[src/rtl/cam_dvp_tx_pkg.sv]
// Shared camera definitions: pixel format, FSM encoding, pattern codes and
// the default OV7670 VGA geometry.
package cam_dvp_tx_pkg;

  // RGB444 over DVP: byte 0 = {4'h0, R}, byte 1 = {G, B}
  localparam logic [3:0]  PixByte0Hi    = 4'h0;
  localparam int unsigned BytesPerPixel = 2;

  typedef enum logic [2:0] {
    StIdle,
    StVsync,
    StVback,
    StActive,
    StVfront
  } cam_state_e;

  localparam logic [1:0] PatBars    = 2'd0;
  localparam logic [1:0] PatRamp    = 2'd1;
  localparam logic [1:0] PatChecker = 2'd2;
  localparam logic [1:0] PatCount   = 2'd3;

  localparam int unsigned DefHActive    = 640;
  localparam int unsigned DefHBlank     = 288;
  localparam int unsigned DefVsyncLines = 3;
  localparam int unsigned DefVBack      = 17;
  localparam int unsigned DefVActive    = 480;
  localparam int unsigned DefVFront     = 10;

endpackage

[src/rtl/cam_pattern_gen.sv]
// Combinational test-pattern source: (x, y, pattern, frame count) -> RGB444.
module cam_pattern_gen
  import cam_dvp_tx_pkg::*;
#(
  parameter int unsigned H_ACTIVE = DefHActive
) (
  input  logic [15:0] x,
  input  logic [3:0]  y,
  input  logic [1:0]  pattern,
  input  logic [3:0]  fc,
  output logic [11:0] rgb
);

  localparam int unsigned BarWidth = H_ACTIVE / 8;

  logic [2:0] bar;
  logic [3:0] chk;
  logic       unused_y;

  assign bar      = 3'(32'(x) / BarWidth);
  assign chk      = {4{x[3] ^ y[3]}};
  assign unused_y = ^y[2:0];

  // Select the colour for the current pixel
  always_comb begin
    rgb = '0;
    case (pattern)
      PatBars:    rgb = {{4{bar[2]}}, {4{bar[1]}}, {4{bar[0]}}};
      PatRamp:    rgb = {x[3:0], x[3:0], x[3:0]};
      PatChecker: rgb = {chk, chk, chk};
      PatCount:   rgb = {fc, fc, fc};
      default:    rgb = '0;
    endcase
  end

endmodule

[src/rtl/cam_dvp_tx.sv]
// OV7670-style DVP transmitter: frame/line timing FSM with registered
// vsync/href/data outputs driven by a deterministic pattern generator.
module cam_dvp_tx
  import cam_dvp_tx_pkg::*;
#(
  parameter int unsigned H_ACTIVE    = DefHActive,
  parameter int unsigned H_BLANK     = DefHBlank,
  parameter int unsigned VSYNC_LINES = DefVsyncLines,
  parameter int unsigned V_BACK      = DefVBack,
  parameter int unsigned V_ACTIVE    = DefVActive,
  parameter int unsigned V_FRONT     = DefVFront
) (
  input  logic        clk,
  input  logic        reset,
  input  logic        enable,
  input  logic [1:0]  pattern_sel,
  output logic        cam_vsynk,
  output logic        cam_href,
  output logic [7:0]  cam_data,
  output logic [15:0] frame_count,
  output logic        frame_done
);

  localparam int unsigned LineLen = BytesPerPixel * H_ACTIVE + H_BLANK;
  localparam int unsigned HW      = $clog2(LineLen + 1);
  localparam int unsigned VMax01  = (VSYNC_LINES > V_BACK) ? VSYNC_LINES : V_BACK;
  localparam int unsigned VMax23  = (V_ACTIVE > V_FRONT) ? V_ACTIVE : V_FRONT;
  localparam int unsigned VMax    = (VMax01 > VMax23) ? VMax01 : VMax23;
  localparam int unsigned VW      = $clog2(VMax + 1);

  localparam logic [HW-1:0] HcntLast   = HW'(LineLen - 1);
  localparam logic [HW-1:0] ActBytes   = HW'(BytesPerPixel * H_ACTIVE);
  localparam logic [VW-1:0] VsyncLast  = VW'(VSYNC_LINES - 1);
  localparam logic [VW-1:0] VbackLast  = VW'(V_BACK - 1);
  localparam logic [VW-1:0] ActiveLast = VW'(V_ACTIVE - 1);
  localparam logic [VW-1:0] VfrontLast = VW'(V_FRONT - 1);
  localparam bit            HasVback   = (V_BACK != 0);
  localparam bit            HasVfront  = (V_FRONT != 0);

  cam_state_e    state_q, state_d;
  logic [HW-1:0] hcnt_q, hcnt_d;
  logic [VW-1:0] vcnt_q, vcnt_d;
  logic [1:0]    pat_q, pat_d;
  logic [3:0]    fcl_q, fcl_d;
  logic [15:0]   frame_count_q, frame_count_d;
  logic          vsynk_q, vsynk_d;
  logic          href_q, href_d;
  logic [7:0]    data_q, data_d;
  logic          done_q, done_d;
  logic          line_end, frame_end;
  logic [11:0]   rgb;

  assign line_end = (hcnt_q == HcntLast);

  // Next-state: line/frame sequencing, pattern and frame-count latching
  always_comb begin
    state_d       = state_q;
    hcnt_d        = hcnt_q;
    vcnt_d        = vcnt_q;
    pat_d         = pat_q;
    fcl_d         = fcl_q;
    frame_count_d = frame_count_q;
    frame_end     = 1'b0;
    if (state_q != StIdle) begin
      hcnt_d = line_end ? '0 : hcnt_q + 1'b1;
    end
    case (state_q)
      StIdle: begin
        if (enable) begin
          state_d = StVsync;
          hcnt_d  = '0;
          vcnt_d  = '0;
          pat_d   = pattern_sel;
          fcl_d   = frame_count_q[3:0];
        end
      end
      StVsync: begin
        if (line_end) begin
          if (vcnt_q == VsyncLast) begin
            vcnt_d  = '0;
            state_d = HasVback ? StVback : StActive;
          end else begin
            vcnt_d = vcnt_q + 1'b1;
          end
        end
      end
      StVback: begin
        if (line_end) begin
          if (vcnt_q == VbackLast) begin
            vcnt_d  = '0;
            state_d = StActive;
          end else begin
            vcnt_d = vcnt_q + 1'b1;
          end
        end
      end
      StActive: begin
        if (line_end) begin
          if (vcnt_q == ActiveLast) begin
            vcnt_d = '0;
            if (HasVfront) state_d = StVfront;
            else           frame_end = 1'b1;
          end else begin
            vcnt_d = vcnt_q + 1'b1;
          end
        end
      end
      StVfront: begin
        if (line_end) begin
          if (vcnt_q == VfrontLast) begin
            vcnt_d    = '0;
            frame_end = 1'b1;
          end else begin
            vcnt_d = vcnt_q + 1'b1;
          end
        end
      end
      default: state_d = StIdle;
    endcase
    // enable only matters here, so a mid-frame drop always finishes the frame
    if (frame_end) begin
      frame_count_d = frame_count_q + 16'd1;
      if (enable) begin
        state_d = StVsync;
        pat_d   = pattern_sel;
        fcl_d   = frame_count_d[3:0];
      end else begin
        state_d = StIdle;
      end
    end
  end

  cam_pattern_gen #(
    .H_ACTIVE (H_ACTIVE)
  ) u_pattern_gen (
    .x       (16'(hcnt_d >> 1)),
    .y       (4'(vcnt_d)),
    .pattern (pat_d),
    .fc      (fcl_d),
    .rgb     (rgb)
  );

  // Outputs decoded from next state so they line up with the state register
  always_comb begin
    vsynk_d = (state_d == StVsync);
    href_d  = (state_d == StActive) && (hcnt_d < ActBytes);
    data_d  = '0;
    if (href_d) begin
      data_d = hcnt_d[0] ? rgb[7:0] : {PixByte0Hi, rgb[11:8]};
    end
    done_d = (hcnt_d == HcntLast) &&
             (((state_d == StVfront) && (vcnt_d == VfrontLast)) ||
              (!HasVfront && (state_d == StActive) && (vcnt_d == ActiveLast)));
  end

  // State, counters and output registers
  always_ff @(posedge clk or posedge reset) begin
    if (reset) begin
      state_q       <= StIdle;
      hcnt_q        <= '0;
      vcnt_q        <= '0;
      pat_q         <= '0;
      fcl_q         <= '0;
      frame_count_q <= '0;
      vsynk_q       <= 1'b0;
      href_q        <= 1'b0;
      data_q        <= '0;
      done_q        <= 1'b0;
    end else begin
      state_q       <= state_d;
      hcnt_q        <= hcnt_d;
      vcnt_q        <= vcnt_d;
      pat_q         <= pat_d;
      fcl_q         <= fcl_d;
      frame_count_q <= frame_count_d;
      vsynk_q       <= vsynk_d;
      href_q        <= href_d;
      data_q        <= data_d;
      done_q        <= done_d;
    end
  end

  assign cam_vsynk   = vsynk_q;
  assign cam_href    = href_q;
  assign cam_data    = data_q;
  assign frame_count = frame_count_q;
  assign frame_done  = done_q;

endmodule

[config.mk]
export PLATFORM = sky130hd
export DESIGN_NAME = cam_dvp_tx
export DESIGN_NICKNAME = d
export VERILOG_FILES = /design/src/rtl/cam_dvp_tx_pkg.sv /design/src/rtl/cam_pattern_gen.sv /design/src/rtl/cam_dvp_tx.sv
export SDC_FILE = /design/constraint.sdc
export NUM_CORES = 1
export LEC_CHECK = 0
export ABC_CLOCK_PERIOD_IN_PS = 5800
export CORE_MARGIN = 2
export CORE_UTILIZATION = 25
export DETAILED_ROUTE_END_ITERATION = 10
export SETUP_SLACK_MARGIN = 0.05
export SLEW_MARGIN = 30
export SYNTH_ARGS = -nofsm -noshare
export SYNTH_HDL_FRONTEND = slang
export SYNTH_HIERARCHICAL = 1
export SYNTH_SLANG_ARGS = --single-unit
[constraint.sdc]
create_clock -name clk -period 5.8 [get_ports clk]
set_input_delay 1.16 -clock clk [delete_from_list [all_inputs] [get_ports clk]]
set_output_delay 1.16 -clock clk [all_outputs]
set_load 0.005 [all_outputs]
==> Word-level counts from Yosys, hierarchy flattened <==
Cells that the tools add are included.
{ "word_totals": {"output_inout_bits": 27, "elab_cells": 77, "regBits": 56} }
{ "classes": {"n_bitwise": 1, "muxes": 38, "n_addsub": 3, "n_eq_ne": 17, "reduce_logical": 6, "div": 1, "magnitude_cmp": 1} }
{ "op_table": {"columns": ["operator", "n"], "rows": [
  ["$mux 9", 9],
  ["$pmux 12 s4", 1],
  ["$pmux 9 s5", 1],
  ["$mux 11", 4],
  ["$div 10x7->32 const B", 1],
  ["$mux 3", 8],
  ["$eq 11x11->1 const B", 2],
  ["$eq 9x4->1 const B", 2],
  ["$add 16x1->16 const B", 1],
  ["$mux 4", 4],
  ["$mux 8", 2],
  ["$pmux 3 s5", 1],
  ["$add 11x1->11 const B", 1],
  ["$lt 11x11->1 const B", 1],
  ["$add 9x1->9 const B", 1],
  ["$eq 3x2->1 const B", 3],
  ["$eq 9x2->1 const B", 1],
  ["$eq 9x5->1 const B", 1],
  ["$eq 9x9->1 const B", 1],
  ["$mux 2", 4],
  ["$eq 3x1->1 const B", 2],
  ["$eq 3x3->1 const B", 2],
  ["$eq 2x2->1 const B", 2],
  ["$mux 1", 4],
  ["other kinds (6)", 8]
]} }

==> Depth between registers and ports, before layout <==
{ "logic_depth": {"ltp_word": 9, "mapped_depth": 30, "depth_no_buf": 27} }

==> Hierarchy <==
The synthesis kept the hierarchy.
{ "modules_own_cells": {"columns": ["module", "cells_each", "seq_area_each_um2", "instances", "area_per_inst_um2"], "rows": [
  ["cam_dvp_tx", 312, 1401.3, 1, 3014.1],
  ["cam_pattern_gen", 395, 0.0, 1, 2696.3]
]} }

==> Worst setup path after synthesis <==
OpenSTA, ideal clock, no wires.
{ "synth_timing": {"path_kind": "input-to-reg", "startpoint": "in enable", "endpoint": "reg data_q[3], in the netlist cam_data[3]", "t_arrival_ns": 5.126, "setup_time_ns": 0.120, "t_required_ns": 5.680, "slack_ns": 0.554, "n_path_buf": 3, "path_stages": 20, "path_cell_list": "clkbuf_1 nand2_1 o211ai_1 o21ai_0 buf_6 clkbuf_1 xnor2_1 o211a_1 nor3b_2 mux2_2 and3b_4 a31o_1 a2111oi_4 nand3b_1 or2_4 a211o_1 o41ai_1 nand2_1 mux2i_1 nor2b_1"} }
{ "synth_between": {"elab_cells_between_ends": 28, "cone_classes": "div (1); order compare (1); eq/ne (4); mux (19); bitwise (1); reduce/logical (2)"} }
{ "synth_lines": {"columns": ["item", "line_no", "source"], "rows": [
  ["start: declaration", "cam_dvp_tx.sv:15", "input logic enable,"],
  ["$mux 11", "cam_dvp_tx.sv:69", "if (enable) begin"],
  ["$mux 11", "cam_dvp_tx.sv:67", "case (state_q)"],
  ["net hcnt_d[10]", "cam_dvp_tx.sv:41", "logic [HW-1:0] hcnt_q, hcnt_d;"],
  ["$div 10x7->32", "cam_pattern_gen.sv:20", "assign bar = 3'(32'(x) / BarWidth);"],
  ["$pmux 12 s4", "cam_pattern_gen.sv:27", "case (pattern)"],
  ["net rgb[3]", "cam_dvp_tx.sv:51", "logic [11:0] rgb;"],
  ["$mux 8", "cam_dvp_tx.sv:149", "data_d = hcnt_d[0] ? rgb[7:0] : {PixByte0Hi, rgb[11:8]};"],
  ["$mux 8", "cam_dvp_tx.sv:148", "if (href_d) begin"],
  ["net data_d[3]", "cam_dvp_tx.sv:48", "logic [7:0] data_q, data_d;"],
  ["end signal: assignment", "cam_dvp_tx.sv:178", "data_q <= data_d;"],
  ["end: declaration", "cam_dvp_tx.sv:48", null]
]} }
The timed path passes the listed nets, and every way through them passes these cells.
A chain may end at the register's enable or synchronous reset.

==> Worst setup path after layout <==
Same ends and word-level chain as after synthesis.

==> flow_summary.ini <==
[status]
status = finished, final reports clean

[clocking]
clk_latency_ns = 0.30
cts_buffers = 5
cts_sinks = 56
clock-root-buffer = clkbuf_16
postCtsHoldBufs = 0
cts_tree = done
clkSlewWorstSetupHoldPaths_ns = 0.07
htree_levels = 2
post_cts_resized = 0
postCtsSetupBuffers = 0
cts_buffer_depth = 2

[synthesis]
synth_area_per_cell_sq_um = 8.08
synth_seq_cells = 56
synthCells = 707
syn_area_sq_mm = 0.00571
synth-edff-count = 0
yosys.cell_types.count = 105
synthFlopType = dfrtp_1
ys_seq_area_share_pct = 24.5
ys_warn_count = 6
async_flop_share_pct = 100

[cells_and_area]
final_common_cell = nand2_1
fillCellCount = 2399
multiInputGateArea_sq_mm = 0.00409
n_antenna_cell = 0
area_delta_synth_final_pct = 13.8
final_cells = 1029
mostFrequentLayoutCells = nand2_1 (76), dfrtp_1 (56), nor2_1 (50)
drive_gt1_share_pct = 11.2
area.sequential_sq_mm = 0.00140
nets = 755

[timing]
holdWs_ns = 0.486
fin_crit_ns = 5.34
setup_viol = 0
relSlewSlack_pct = 53.2
clock_skew_ns = 0.00815
setup_tns_ns = 0
rsz0062_at_grt = false
maxSlewViolCount = 0
finalHoldViolCount = 0
fin_crit_sh_pct = 92.1
fmaxAchievable_ghz = 0.187
max_slew.worst_pin.slew_ns = 0.700
fin_ws_ns = 0.456

[floorplanning]
io_pins = 32
die-area_sq_mm = 0.0241
core_area_sq_mm = 0.0225
die-height_um = 155
die_width_um = 155
num_rows = 55
initial_core_util_pct = 25.4

[worst_setup_path]
worst_setup_path_end_kind = flop
critPathMostFrequentCell = nand2_1
critPathKind = input pin to flop
crit_required_ns = 5.99
cp_top_family = compound AO/OA/AOI/OAI gates
crit_arrival_ns = 5.53
cpPeakStageDelay_ns = 0.49
cp.buffers_inverters = 1
cpMaxStageDelayCell = clkdlybuf4s50_1
cp_max_fo = 6
start_kind = input pin
crit_path_cell_trace = clkdlybuf4s50_1, nand2_1, o211ai_1, o21ai_1, xnor2_1, nand2_1, mux2i_1, nor3b_2, mux2_2, and3b_4, a31o_1, a2111oi_4, nand3b_1, or2_4, a211o_1, o41ai_1, nand2_1, mux2i_1, nor2b_1

[power]
max-vdd-ir-drop_uv = 110
power.leakage_nw = 2.53
p_per_area_mw_per_mm2 = 192
finalPower_w = 0.00125

[place]
place_ws_ns = 0.179
dp_hpwl_mm = 11.0
port_buffers = 31
dp.cells = 1021
gp_congestion = 0.887

[global_routing]
grt_pass1_wl_mm = 25.1
grt_max_degree = 57
grt_usage_pct = 12.1
antenna_found_initial = 0
grt_overflow = 0
first_global_vias = 5075

[route]
dr.pass1.iters = 5
route.met3.wl_um = 561
wire_per_inst_um = 14.3
ant_nets = 0
top_layer = met4
wirelength_mm = 14.7
drt_iter0_drc = 446
met2WireLength_mm = 7.01
m1WireLength_mm = 6.92
via_count = 5475
drcViolationCount = 0
vias_per_cell = 5.32

[run]
maxCapViolCount = 0

[worst_hold_path]
hp-class = flop to flop
[cells by family (layout without fill, tap and decap cells)]
family                     Yosys count  count (layout)  share of synthesized area, %
muxes                               19              19                          3.59
xor gates and xnor gates            33              33                          5.06
DFF                                 56              56                          24.5
AOI/OAI and AO/OA                  213             213                          28.3
and+or+nand+nor                    316             316                          30.9
buffers and inverters               59              73                          5.43
adders and majority gates           10              10                          2.08
other                                1              24                        0.0657
[sequential cells by signal, indices dropped and copies added (netlist names)]
register and count:
hcnt_q 11, fcl_q 4, state_q 3, vcnt_q 9, frame_count 16, cam_vsynk 1
pat_q 2, frame_done 1, cam_href 1, cam_data 8
[worst paths after layout]
kind / startpoint / to / slack (ns) / cells after the start
max: enable / cam_data[3] / 0.46 / 19
min: frame_count[15] / frame_count[15] / 0.49 / 1
max in group asynchronous: reset / cam_href / 3.96 / 3
min reg2reg: frame_count[15] / frame_count[15] / 0.49 / 1
min in group asynchronous: reset / vcnt_q[4] / 1.37 / 3
max reg2reg: state_q[2] / cam_data[3] / 0.74 / 19
[per-stage QoR]
step | cell area (sq um) | util, %
after floorplan | 5800 | -
after global routing | 6500 | 28.9
after detailed placement | 6350 | 28.2
after global placement | 6350 | 28.2
final | 6500 | 28.9
after CTS | 6500 | 28.9
[per-layer routing]
layer  GRT usage, %  vias to the layer above
met3           1.28                       14
met2           20.8                      143
met5              0                        -
li1               -                     2734
met1           16.2                     2584
met4           3.35                        0
[Yosys cell counts, types with 5 or more instances]
| master | instances | area (sq um) |
|---|---|---|
| nand3b_1 | 6 | 45.0 |
| nor4_1 | 11 | 68.8 |
| o21a_1 | 8 | 60.1 |
| xor2_1 | 6 | 52.6 |
| inv_1 | 17 | 63.8 |
| or2_2 | 7 | 43.8 |
| mux2i_1 | 10 | 100 |
| ha_1 | 7 | 87.6 |
| nand4_1 | 17 | 106 |
| mux2_2 | 8 | 90.1 |
| o31ai_1 | 8 | 60.1 |
| nor3_1 | 24 | 120 |
| a22o_1 | 6 | 52.6 |
| a31oi_1 | 16 | 100 |
| and3_1 | 16 | 100 |
| or3_1 | 9 | 56.3 |
| xnor2_1 | 27 | 236 |
| and2_1 | 6 | 37.5 |
| nand3_1 | 24 | 120 |
| a211o_1 | 5 | 43.8 |
| a211oi_1 | 14 | 105 |
| and4_1 | 7 | 61.3 |
| o221ai_1 | 7 | 61.3 |
| a21o_1 | 8 | 60.1 |
| nor2_1 | 50 | 188 |
| o211ai_1 | 9 | 67.6 |
| buf_6 | 7 | 78.8 |
| buf_4 | 6 | 45.0 |
| nand2b_1 | 14 | 87.6 |
| o211a_1 | 5 | 50.1 |
| nand2_1 | 76 | 285 |
| nand4b_1 | 5 | 43.8 |
| dfrtp_1 | 56 | 1400 |
| buf_2 | 7 | 35.0 |
| nor2b_1 | 7 | 43.8 |
| nor3b_1 | 5 | 37.5 |
| a21oi_1 | 30 | 150 |
| o21ai_0 | 38 | 190 |
| clkbuf_1 | 20 | 75.1 |
[cell type report]
class,count,share of cell area [%]
sequential,56,21.6
multi-input combinational,615,63.0
clock buffer,5,1.93
tap,285,5.49
timing repair buffer,48,6.74
inverter,17,0.982
clock inverter,3,0.347
[report_power, final]
group | switching (W) | internal (W)
Clock | 0.000145 | 0.000162
Sequential | 0 | 0.000390
Combinational | 0.000322 | 0.000231
No activity file was read; power rests on OpenSTA's default activity.
